==> src/rtl/axi_mmu_pkg.sv <==
// Shared types for the MMU write path: scheduler state encoding, queued
// write-command layout and default AXI field widths.
package axi_mmu_pkg;

  localparam int AXI_ID_W  = 4;
  localparam int AXI_LEN_W = 8;

  typedef enum logic [1:0] {
    ST_IDLE      = 2'd0,
    ST_WAIT_XLAT = 2'd1,
    ST_START     = 2'd2,
    ST_STREAM    = 2'd3
  } wburst_state_t;

  typedef struct packed {
    logic [AXI_ID_W-1:0]  id;
    logic [AXI_LEN_W-1:0] len;
  } wcmd_t;

endpackage

==> src/rtl/axi_cmd_fifo.sv <==
// Single-clock command FIFO with a first-word-fall-through head, occupancy
// count and full/empty flags. DEPTH must be a power of two.
module axi_cmd_fifo #(
  parameter int DEPTH  = 8,
  parameter int DATA_W = 12
) (
  input  logic                   clk,
  input  logic                   rst,
  input  logic                   push,
  input  logic [DATA_W-1:0]      wdata,
  input  logic                   pop,
  output logic [DATA_W-1:0]      head,
  output logic [$clog2(DEPTH):0] count,
  output logic                   full,
  output logic                   empty
);

  localparam int AW = $clog2(DEPTH);
  localparam logic [AW:0] FULL_CNT = DEPTH[AW:0];

  logic [DATA_W-1:0] mem_q [DEPTH];
  logic [AW-1:0]     wr_ptr_q, wr_ptr_d;
  logic [AW-1:0]     rd_ptr_q, rd_ptr_d;
  logic [AW:0]       count_q, count_d;
  logic              do_push, do_pop;

  assign full    = (count_q == FULL_CNT);
  assign empty   = (count_q == '0);
  assign do_push = push & ~full;
  assign do_pop  = pop & ~empty;

  always_comb begin
    wr_ptr_d = wr_ptr_q;
    rd_ptr_d = rd_ptr_q;
    count_d  = count_q;
    if (do_push) wr_ptr_d = wr_ptr_q + 1'b1;
    if (do_pop)  rd_ptr_d = rd_ptr_q + 1'b1;
    case ({do_push, do_pop})
      2'b10:   count_d = count_q + 1'b1;
      2'b01:   count_d = count_q - 1'b1;
      default: count_d = count_q;
    endcase
  end

  // NOTE: the storage array is intentionally not reset; validity is defined
  // solely by the pointers and count, which keeps the array RAM-mappable.
  always_ff @(posedge clk) begin
    if (do_push) mem_q[wr_ptr_q] <= wdata;
  end

  always_ff @(posedge clk) begin
    if (rst) begin
      wr_ptr_q <= '0;
      rd_ptr_q <= '0;
      count_q  <= '0;
    end else begin
      wr_ptr_q <= wr_ptr_d;
      rd_ptr_q <= rd_ptr_d;
      count_q  <= count_d;
    end
  end

  assign head  = mem_q[rd_ptr_q];
  assign count = count_q;

endmodule

==> src/rtl/axi_wburst_sched.sv <==
// Write-burst scheduler: queues AXI write-address bursts, starts the data
// channel once the head burst is translated, and checks beats against it.
module axi_wburst_sched
  import axi_mmu_pkg::*;
#(
  parameter int CMD_DEPTH = 8,
  parameter int LEN_W     = AXI_LEN_W,
  parameter int ID_W      = AXI_ID_W
) (
  input  logic                         tx_clk,
  input  logic                         txreset,
  input  logic [ID_W-1:0]              in_awid,
  input  logic [LEN_W-1:0]             in_awlen,
  input  logic                         in_awvalid,
  output logic                         out_awready,
  input  logic                         in_xlat_done,
  output logic                         out_start,
  input  logic                         in_wbeat,
  input  logic [ID_W-1:0]              in_wid,
  input  logic                         in_wlast,
  output logic                         out_busy,
  output logic [$clog2(CMD_DEPTH):0]   out_outstanding,
  output logic                         out_err_len,
  output logic                         out_err_id
);

  localparam int CNT_W = $clog2(CMD_DEPTH) + 1;

  wburst_state_t         state_q, state_d;
  logic [LEN_W-1:0]      beat_cnt_q, beat_cnt_d;
  logic                  err_len_q, err_len_d;
  logic                  err_id_q, err_id_d;

  logic                  push, pop, burst_end;
  logic [ID_W+LEN_W-1:0] head;
  logic [ID_W-1:0]       head_id;
  logic [LEN_W-1:0]      head_len;
  logic [CNT_W-1:0]      fifo_count;
  logic                  fifo_full, fifo_empty;

  // The active burst stays at the queue head until its last beat, so the
  // queue occupancy already counts queued plus active bursts.
  assign out_awready = ~fifo_full;
  assign push        = in_awvalid & ~fifo_full;

  axi_cmd_fifo #(
    .DEPTH  (CMD_DEPTH),
    .DATA_W (ID_W + LEN_W)
  ) u_cmd_fifo (
    .clk   (tx_clk),
    .rst   (txreset),
    .push  (push),
    .wdata ({in_awid, in_awlen}),
    .pop   (pop),
    .head  (head),
    .count (fifo_count),
    .full  (fifo_full),
    .empty (fifo_empty)
  );

  assign head_id  = head[ID_W+LEN_W-1:LEN_W];
  assign head_len = head[LEN_W-1:0];

  // NOTE: every signal gets a default before the case so no path leaves one
  // unassigned, which would otherwise infer a latch.
  always_comb begin
    state_d    = state_q;
    beat_cnt_d = beat_cnt_q;
    err_len_d  = err_len_q;
    err_id_d   = err_id_q;
    burst_end  = 1'b0;
    pop        = 1'b0;
    case (state_q)
      ST_IDLE: begin
        if (!fifo_empty) state_d = ST_WAIT_XLAT;
      end
      ST_WAIT_XLAT: begin
        if (in_xlat_done) state_d = ST_START;
      end
      ST_START: begin
        beat_cnt_d = '0;
        state_d    = ST_STREAM;
      end
      ST_STREAM: begin
        if (in_wbeat) begin
          if (in_wid != head_id) err_id_d = 1'b1;
          if (in_wlast && (beat_cnt_q < head_len)) begin
            err_len_d = 1'b1;
            burst_end = 1'b1;
          end else if (beat_cnt_q == head_len) begin
            if (!in_wlast) err_len_d = 1'b1;
            burst_end = 1'b1;
          end else begin
            beat_cnt_d = beat_cnt_q + 1'b1;
          end
        end
        if (burst_end) begin
          pop     = 1'b1;
          state_d = ((fifo_count > CNT_W'(1)) || push) ? ST_WAIT_XLAT : ST_IDLE;
        end
      end
      default: state_d = ST_IDLE;
    endcase
  end

  // NOTE: sequential state uses non-blocking assignments so every flop
  // samples its _d value from before the edge, independent of block order.
  always_ff @(posedge tx_clk) begin
    if (txreset) begin
      state_q    <= ST_IDLE;
      beat_cnt_q <= '0;
      err_len_q  <= 1'b0;
      err_id_q   <= 1'b0;
    end else begin
      state_q    <= state_d;
      beat_cnt_q <= beat_cnt_d;
      err_len_q  <= err_len_d;
      err_id_q   <= err_id_d;
    end
  end

  // Gating with txreset keeps a START state from leaking a pulse in the reset cycle.
  assign out_start       = (state_q == ST_START) & ~txreset;
  assign out_busy        = (state_q != ST_IDLE) | ~fifo_empty;
  assign out_outstanding = fifo_count;
  assign out_err_len     = err_len_q;
  assign out_err_id      = err_id_q;

endmodule
==> config.mk <==
export PLATFORM = sky130hd
export DESIGN_NAME = axi_wburst_sched
export DESIGN_NICKNAME = d
export VERILOG_FILES = /design/src/rtl/axi_mmu_pkg.sv /design/src/rtl/axi_cmd_fifo.sv /design/src/rtl/axi_wburst_sched.sv
export SDC_FILE = /design/constraint.sdc
export NUM_CORES = 1
export LEC_CHECK = 0
export ABC_AREA = 0
export BUFFER_PORTS_ARGS = -buffer_cell sky130_fd_sc_hd__buf_2
export CORE_UTILIZATION = 55
export CTS_CLUSTER_SIZE = 30
export DETAILED_ROUTE_END_ITERATION = 12
export PLACE_DENSITY_LB_ADDON = 0.25
export SYNTH_ARGS = -nofsm -noshare
export SYNTH_HDL_FRONTEND = slang
export SYNTH_SLANG_ARGS = --single-unit
==> constraint.sdc <==
create_clock -name tx_clk -period 6.1 [get_ports tx_clk]
set_input_delay 1.22 -clock tx_clk [delete_from_list [all_inputs] [get_ports tx_clk]]
set_output_delay 1.22 -clock tx_clk [all_outputs]
set_load 0.03 [all_outputs]
# --- After elaboration in Yosys (flattened, before gate mapping) ---
# Memory sizes are Yosys's and may differ from the RTL's. A register that Yosys moved wholly into a read port is not among the register bits.
# Cells that the tools add are included.
word_totals:
  reg_bits: 22
  ram_bits: 96
  in_bits: 22
  wordCells: 73
  mem_count: 1
memory_table:
  columns: ["memory", "words", "word_bits", "rd", "rd_clocked_by_memory_dff", "write_ports", "line_no", "rtl"]
  rows:
  - ["u_cmd_fifo.mem_q", 8, 12, 1, 1, 1, "axi_cmd_fifo.sv:21", "logic [DATA_W-1:0] mem_q [DEPTH];"]
classes:
  n_addsub: 5
  n_lt_le_gt_ge: 2
  eq_ne: 15
  muxes: 23
  bitwise: 8
  reduce_logical: 12
op_table:
  columns: ["operator", "count"]
  rows:
  - ["$mux W8", 3]
  - ["$pmux W8 S2", 1]
  - ["$mux W1", 12]
  - ["$ne A2 B2 Y1 const B", 6]
  - ["$add A8 B1 Y8 const B", 1]
  - ["$eq A8 B8 Y1", 1]
  - ["$lt A8 B8 Y1", 1]
  - ["$pmux W2 S4", 1]
  - ["$pmux W4 S2", 1]
  - ["$reduce_and A4 Y1", 2]
  - ["$reduce_bool A2 Y1", 4]
  - ["$add A3 B1 Y3 const B", 2]
  - ["$eq A2 B2 Y1 const B", 3]
  - ["$mux W2", 3]
  - ["$mux W3", 2]
  - ["$reduce_and A3 Y1", 2]
  - ["$add A4 B1 Y4 const B", 1]
  - ["$and A1 B1 Y1", 4]
  - ["$eq A2 B1 Y1 const B", 2]
  - ["$eq A4 B4 Y1 const B", 1]
  - ["$gt A4 B1 Y1 const B", 1]
  - ["$logic_not A4 Y1", 1]
  - ["$ne A4 B4 Y1", 1]
  - ["$sub A4 B1 Y4 const B", 1]
  - ["other kinds (6)", 8]

# --- Logic depth before layout (Yosys ltp) ---
logic_depth:
  depth_word: 10
  mapped_depth: 17
  mapped_depth_nobuf: 13

# --- Hierarchy ---
# From an unflattened synthesis, not the netlist that was laid out.
hier_totals:
  cells_unflattened: 330
  hier_area_um2: 5326.4
by_module_without_submodules:
  columns: ["mod", "n_inst", "cells_each", "area_per_inst_um2", "seq_area_each_um2"]
  rows:
  - ["axi_cmd_fifo", 1, 213, 4356.7, 3143.0]
  - ["axi_wburst_sched", 1, 117, 969.7, 240.2]

# --- Least setup slack after synthesis ---
# OpenSTA, ideal clock, no wires.
synth_timing:
  path_kind: "register to register"
  from: "register (tool-made name)"
  to: "register u_cmd_fifo.count_q[3] (netlist: u_cmd_fifo.count[3])"
  setup_ns: 0.128
  arrival_time_ns: 3.856
  required_time_ns: 5.972
  path_slack_ns: 2.116
  stages_incl_launch_ff: 18
  synth_period_minus_slack_ns: 3.984
  path_cell_list: "dfxtp_1 -> buf_6 -> buf_12 -> buf_2 -> mux4_2 -> mux2i_1 -> ha_1 -> a21o_1 -> nand2_1 -> nand4b_2 -> o21ai_0 -> and3_1 -> buf_2 -> ha_1 -> or4b_2 -> a21oi_1 -> xnor2_1 -> nor2_1"
synth_rtl:
  columns: ["item", "line_no", "rtl"]
  rows:
  - ["to (signal assigned)", "axi_cmd_fifo.sv:59", "count_q <= count_d;"]
  - ["to (decl)", "axi_cmd_fifo.sv:24", "logic [AW:0] count_q, count_d;"]

==> impl_results.html <==
<table>
<tr><th>Metric</th><th>Value</th></tr>
<tr><th colspan="2">Global routing</th></tr>
<tr><td>Initial antenna violation count</td><td>0</td></tr>
<tr><td>Aggregate global-route resource usage</td><td>0.217</td></tr>
<tr><td>Met2 usage</td><td>0.358</td></tr>
<tr><td>Met3 layer usage reported by global route</td><td>0.0632</td></tr>
<tr><td>Global-route wire length before repair</td><td>15.2 mm</td></tr>
<tr><td>Most crowded layer after global routing</td><td>met2</td></tr>
<tr><td>Number of global-route vias before repair</td><td>2869</td></tr>
<tr><td>GR Util met1</td><td>0.279</td></tr>
<tr><td>Maximum number of pins on one net before global-route repair</td><td>25</td></tr>
<tr><td>Total grt overflow</td><td>0</td></tr>
<tr><th colspan="2">Synth</th></tr>
<tr><td>Adder-cell share of the synthesized area</td><td>0.0458</td></tr>
<tr><td>Largest family of logic cells by synthesized area</td><td>multiplexers</td></tr>
<tr><td>Yosys warns</td><td>0</td></tr>
<tr><td>Biggest area consumer among synthesized cells</td><td>sky130_fd_sc_hd__edfxtp_1</td></tr>
<tr><td>Main synth FF type</td><td>sky130_fd_sc_hd__edfxtp_1</td></tr>
<tr><td>Complex-gate fraction of the synthesized area</td><td>0.0448</td></tr>
<tr><td>Synthesized-area fraction occupied by and/or/nand/nor cells</td><td>0.0791</td></tr>
<tr><td>Number of cells produced by synthesis</td><td>322</td></tr>
<tr><td>Dominant cells by area after synthesis</td><td>sky130_fd_sc_hd__edfxtp_1 56%, sky130_fd_sc_hd__dfxtp_1 9.6%, sky130_fd_sc_hd__mux4_2 6.1%</td></tr>
<tr><td>Netlist area before placement</td><td>5190 µm²</td></tr>
<tr><td>Multiplexer area fraction after synthesis</td><td>0.145</td></tr>
<tr><td>Register area share after synthesis</td><td>0.652</td></tr>
<tr><td>Net count after synthesis</td><td>between 300 and 400</td></tr>
<tr><td>Post-synthesis sequential element count</td><td>121</td></tr>
<tr><td>Parity-gate share of the synthesized area counting xor and xnor cells</td><td>0.0152</td></tr>
<tr><td>Yosys top cell area share</td><td>0.555</td></tr>
<tr><td>Post-synth ARST share</td><td>0</td></tr>
<tr><td>EDFF count, synth</td><td>96</td></tr>
<tr><td>Distinct cells, synth</td><td>46</td></tr>
<tr><td>Avg Inst Size Synth</td><td>16.1 µm²</td></tr>
<tr><th colspan="2">Die</th></tr>
<tr><td>Starting Density</td><td>0.564</td></tr>
<tr><td>Num ports</td><td>31</td></tr>
<tr><td>Die Height</td><td>99.2 µm</td></tr>
<tr><td>Die Footprint</td><td>9830 µm²</td></tr>
<tr><td>Standard-cell rows</td><td>35</td></tr>
<tr><td>Core Box Area</td><td>roughly 9200 µm²</td></tr>
<tr><td>Die width</td><td>99.2 µm</td></tr>
<tr><th colspan="2">STA</th></tr>
<tr><td>FMAX</td><td>0.221 GHz</td></tr>
<tr><td>Final hold violation count</td><td>0</td></tr>
<tr><td>Setup repair after global routing missed its margin</td><td>false</td></tr>
<tr><td>Slew @ Worst Pin</td><td>~1100 ps</td></tr>
<tr><td>Relative slew slack</td><td>0.251</td></tr>
<tr><td>Setup clock skew after layout</td><td>11.5 ps</td></tr>
<tr><td>Max-slew violation count</td><td>0</td></tr>
<tr><td>Post-route minimum period</td><td>between 4000 and 5000 ps</td></tr>
<tr><td>Final critical-path share of the clock period</td><td>0.741</td></tr>
<tr><td>Worst hold margin</td><td>480 ps</td></tr>
<tr><td>Final-layout setup total negative slack</td><td>0 ps</td></tr>
<tr><td>Setup violations, final</td><td>0</td></tr>
<tr><td>Final Worst Setup Slack</td><td>1580 ps</td></tr>
<tr><th colspan="2">Route</th></tr>
<tr><td>DRC violations left</td><td>0</td></tr>
<tr><td>Post-detailed-route wirelength per cell</td><td>19.4 µm</td></tr>
<tr><td>DRC violation total after the first TritonRoute iteration</td><td>127</td></tr>
<tr><td>Via-to-Cell Ratio</td><td>about 6.0</td></tr>
<tr><td>DR pass1 iterations</td><td>4</td></tr>
<tr><td>Count of nets left with antenna violations after detail routing</td><td>0</td></tr>
<tr><td>DR vias</td><td>between 2000 and 3000</td></tr>
<tr><td>Sum of routed wire length over all layers</td><td>9.57 mm</td></tr>
<tr><th colspan="2">Power and ir drop</th></tr>
<tr><td>IR Drop Worst-Case VDD</td><td>0.234 mV</td></tr>
<tr><td>Post-layout total power</td><td>2120 µW</td></tr>
<tr><td>Leakage</td><td>0.00213 µW</td></tr>
<tr><td>Pwr/cell area</td><td>347 nW/µm²</td></tr>
<tr><th colspan="2">Status</th></tr>
<tr><td>Run status</td><td>completed</td></tr>
<tr><th colspan="2">Clocking</th></tr>
<tr><td>Sinks on the clock net</td><td>121</td></tr>
<tr><td>Setup repair bufs after CTS</td><td>0</td></tr>
<tr><td>Later-pin clock latency in the skew report</td><td>510 ps</td></tr>
<tr><td>Buffer levels on the longest clock path</td><td>2</td></tr>
<tr><td>CTS clk-pin slew, worst paths</td><td>approximately 60 ps</td></tr>
<tr><td>Root buffer cell</td><td>sky130_fd_sc_hd__clkbuf_8</td></tr>
<tr><td>CTS H-Tree Depth</td><td>4</td></tr>
<tr><td>Quantity of gates resized following cts</td><td>0</td></tr>
<tr><td>Clock buffers created by TritonCTS</td><td>17</td></tr>
<tr><td>CTS tree</td><td>built</td></tr>
<tr><td>CTS Hold Bufs</td><td>0</td></tr>
<tr><th colspan="2">Placement</th></tr>
<tr><td>Final GP Congestion</td><td>0.746</td></tr>
<tr><td>Number of buffers inserted by port buffering</td><td>30</td></tr>
<tr><td>Total half-perimeter wirelength after legalization and detailed placement</td><td>5.75 mm</td></tr>
<tr><td>Post-place setup slack</td><td>around 1500 ps</td></tr>
<tr><th colspan="2">Worst hold path</th></tr>
<tr><td>Class of the tightest hold or removal check</td><td>reg -&gt; reg</td></tr>
<tr><th colspan="2">Layout</th></tr>
<tr><td>Number of filler instances in the final layout</td><td>626</td></tr>
<tr><td>Share of final-layout standard cells stronger than drive strength 1</td><td>0.245</td></tr>
<tr><td>Synthesis-to-finish area growth</td><td>17.5%</td></tr>
<tr><td>Net count, final</td><td>~410</td></tr>
<tr><td>Diodes inserted</td><td>0</td></tr>
<tr><td>Leading cell types in the layout, fill and taps excluded</td><td>96 x sky130_fd_sc_hd__edfxtp_1, 30 x sky130_fd_sc_hd__buf_2, 25 x sky130_fd_sc_hd__dfxtp_1</td></tr>
<tr><td>Most common cell after layout, fill and taps aside</td><td>sky130_fd_sc_hd__edfxtp_1</td></tr>
<tr><th colspan="2">Flow run</th></tr>
<tr><td>Maximum Capacitance Violations</td><td>0</td></tr>
<tr><th colspan="2">Critical path</th></tr>
<tr><td>Critical path endpoint category</td><td>register</td></tr>
<tr><td>Maximum fanout encountered on the critical timing path</td><td>18</td></tr>
<tr><td>Arrival time reported for the critical path endpoint</td><td>4910 ps</td></tr>
<tr><td>Category of the worst setup path launch point</td><td>register</td></tr>
<tr><td>WP data required</td><td>6490 ps</td></tr>
<tr><td>Critical path start-end classification</td><td>reg -&gt; reg</td></tr>
</table>
worst paths after layout:
check | start | endpoint | cells past startpoint | slack (ps)
worst max-delay path | register | u_cmd_fifo.count[3]$_SDFFE_PP0P_ | 13 | 1580
worst min-delay path | out_err_len$_SDFFE_PP0P_ | out_err_len$_SDFFE_PP0P_ | 2 | 480
worst max register to register | register | u_cmd_fifo.count[3]$_SDFFE_PP0P_ | 13 | 1580
worst min register to register | out_err_len$_SDFFE_PP0P_ | out_err_len$_SDFFE_PP0P_ | 2 | 480
flip-flops by register name, summed over array words and instances (netlist names), named ones only:
signal / flops
u_cmd_fifo.mem_q: 96
beat_cnt_q: 8
u_cmd_fifo.count: 4
u_cmd_fifo.rd_ptr_q: 3
u_cmd_fifo.wr_ptr_q: 3
state_q: 2
out_err_id: 1
out_err_len: 1
through the flow:
step / std cells / area (µm²) / util
floorplan: 322 / 5190 / -
global placement: 462 / 5500 / 0.598
detailed placement: 462 / 5500 / 0.598
CTS: 494 / 6100 / 0.663
global route: 494 / 6100 / 0.663
finish: 494 / 6100 / 0.663
cells in the mapped netlist (4+ instances only):
cell type / n
sky130_fd_sc_hd__mux2i_1: 14
sky130_fd_sc_hd__ha_1: 19
sky130_fd_sc_hd__nand3_1: 9
sky130_fd_sc_hd__nor2b_1: 4
sky130_fd_sc_hd__buf_2: 4
sky130_fd_sc_hd__mux4_2: 14
sky130_fd_sc_hd__o21ai_0: 6
sky130_fd_sc_hd__edfxtp_1: 96
sky130_fd_sc_hd__dfxtp_1: 25
sky130_fd_sc_hd__nand2_1: 14
sky130_fd_sc_hd__nand4_1: 5
sky130_fd_sc_hd__or4_1: 4
sky130_fd_sc_hd__clkbuf_1: 4
sky130_fd_sc_hd__nor2_1: 18
sky130_fd_sc_hd__nand2b_1: 8
sky130_fd_sc_hd__mux4_1: 10
sky130_fd_sc_hd__a21oi_1: 14
sky130_fd_sc_hd__xor2_1: 7
sky130_fd_sc_hd__inv_1: 7
routing by layer:
metal	up-vias	share of wire	routed length (µm)
li1	1379	-	-
met1	1492	0.45	4350
met2	67	0.50	4820
met3	8	0.031	294
met4	0	0.012	116
met5	-	0	0
critical path, cell delays in order, from the launching register on:
cell and delay (ps):
sky130_fd_sc_hd__dfxtp_1 1050, sky130_fd_sc_hd__mux4_1 660, sky130_fd_sc_hd__mux2i_1 150, sky130_fd_sc_hd__ha_1 260
sky130_fd_sc_hd__nor2b_1 130, sky130_fd_sc_hd__o211ai_1 190, sky130_fd_sc_hd__a21oi_2 110, sky130_fd_sc_hd__o21ai_0 300
sky130_fd_sc_hd__and3_1 320, sky130_fd_sc_hd__ha_1 250, sky130_fd_sc_hd__or4b_2 590, sky130_fd_sc_hd__a21oi_1 210
sky130_fd_sc_hd__xnor2_1 130, sky130_fd_sc_hd__nor2_1 50
power breakdown:
group          leakage (µW)  internal (µW)  switching [µW]
Combinational      0.000758           67.6             106
Sequential          0.00107            913            18.2
Clock              0.000294            631             379
kinds of logic (layout without fill, tap and decap cells):
| logic type | count (synthesis) | count (layout) |
|---|---|---|
| XOR/XNOR | 9 | 9 |
| flip-flops | 121 | 121 |
| multiplexers | 41 | 41 |
| buffers and inverters | 18 | 79 |
| adder cells (fa/ha/maj) | 19 | 19 |
| AO/OA/AOI/OAI | 37 | 37 |
| AND/OR/NAND/NOR | 77 | 77 |
layout make-up:
cell class                 instances  area, µm²  share of cell area
clock buffer                      17        414              0.0679
clock inverter                    15        188              0.0308
inverter                           7       26.3             0.00431
multi-input combinational        183       1720               0.282
sequential                       121       3380               0.555
tap                              111        139              0.0228
timing repair buffer              40        225              0.0369
Power figures use the tool's default switching activity.
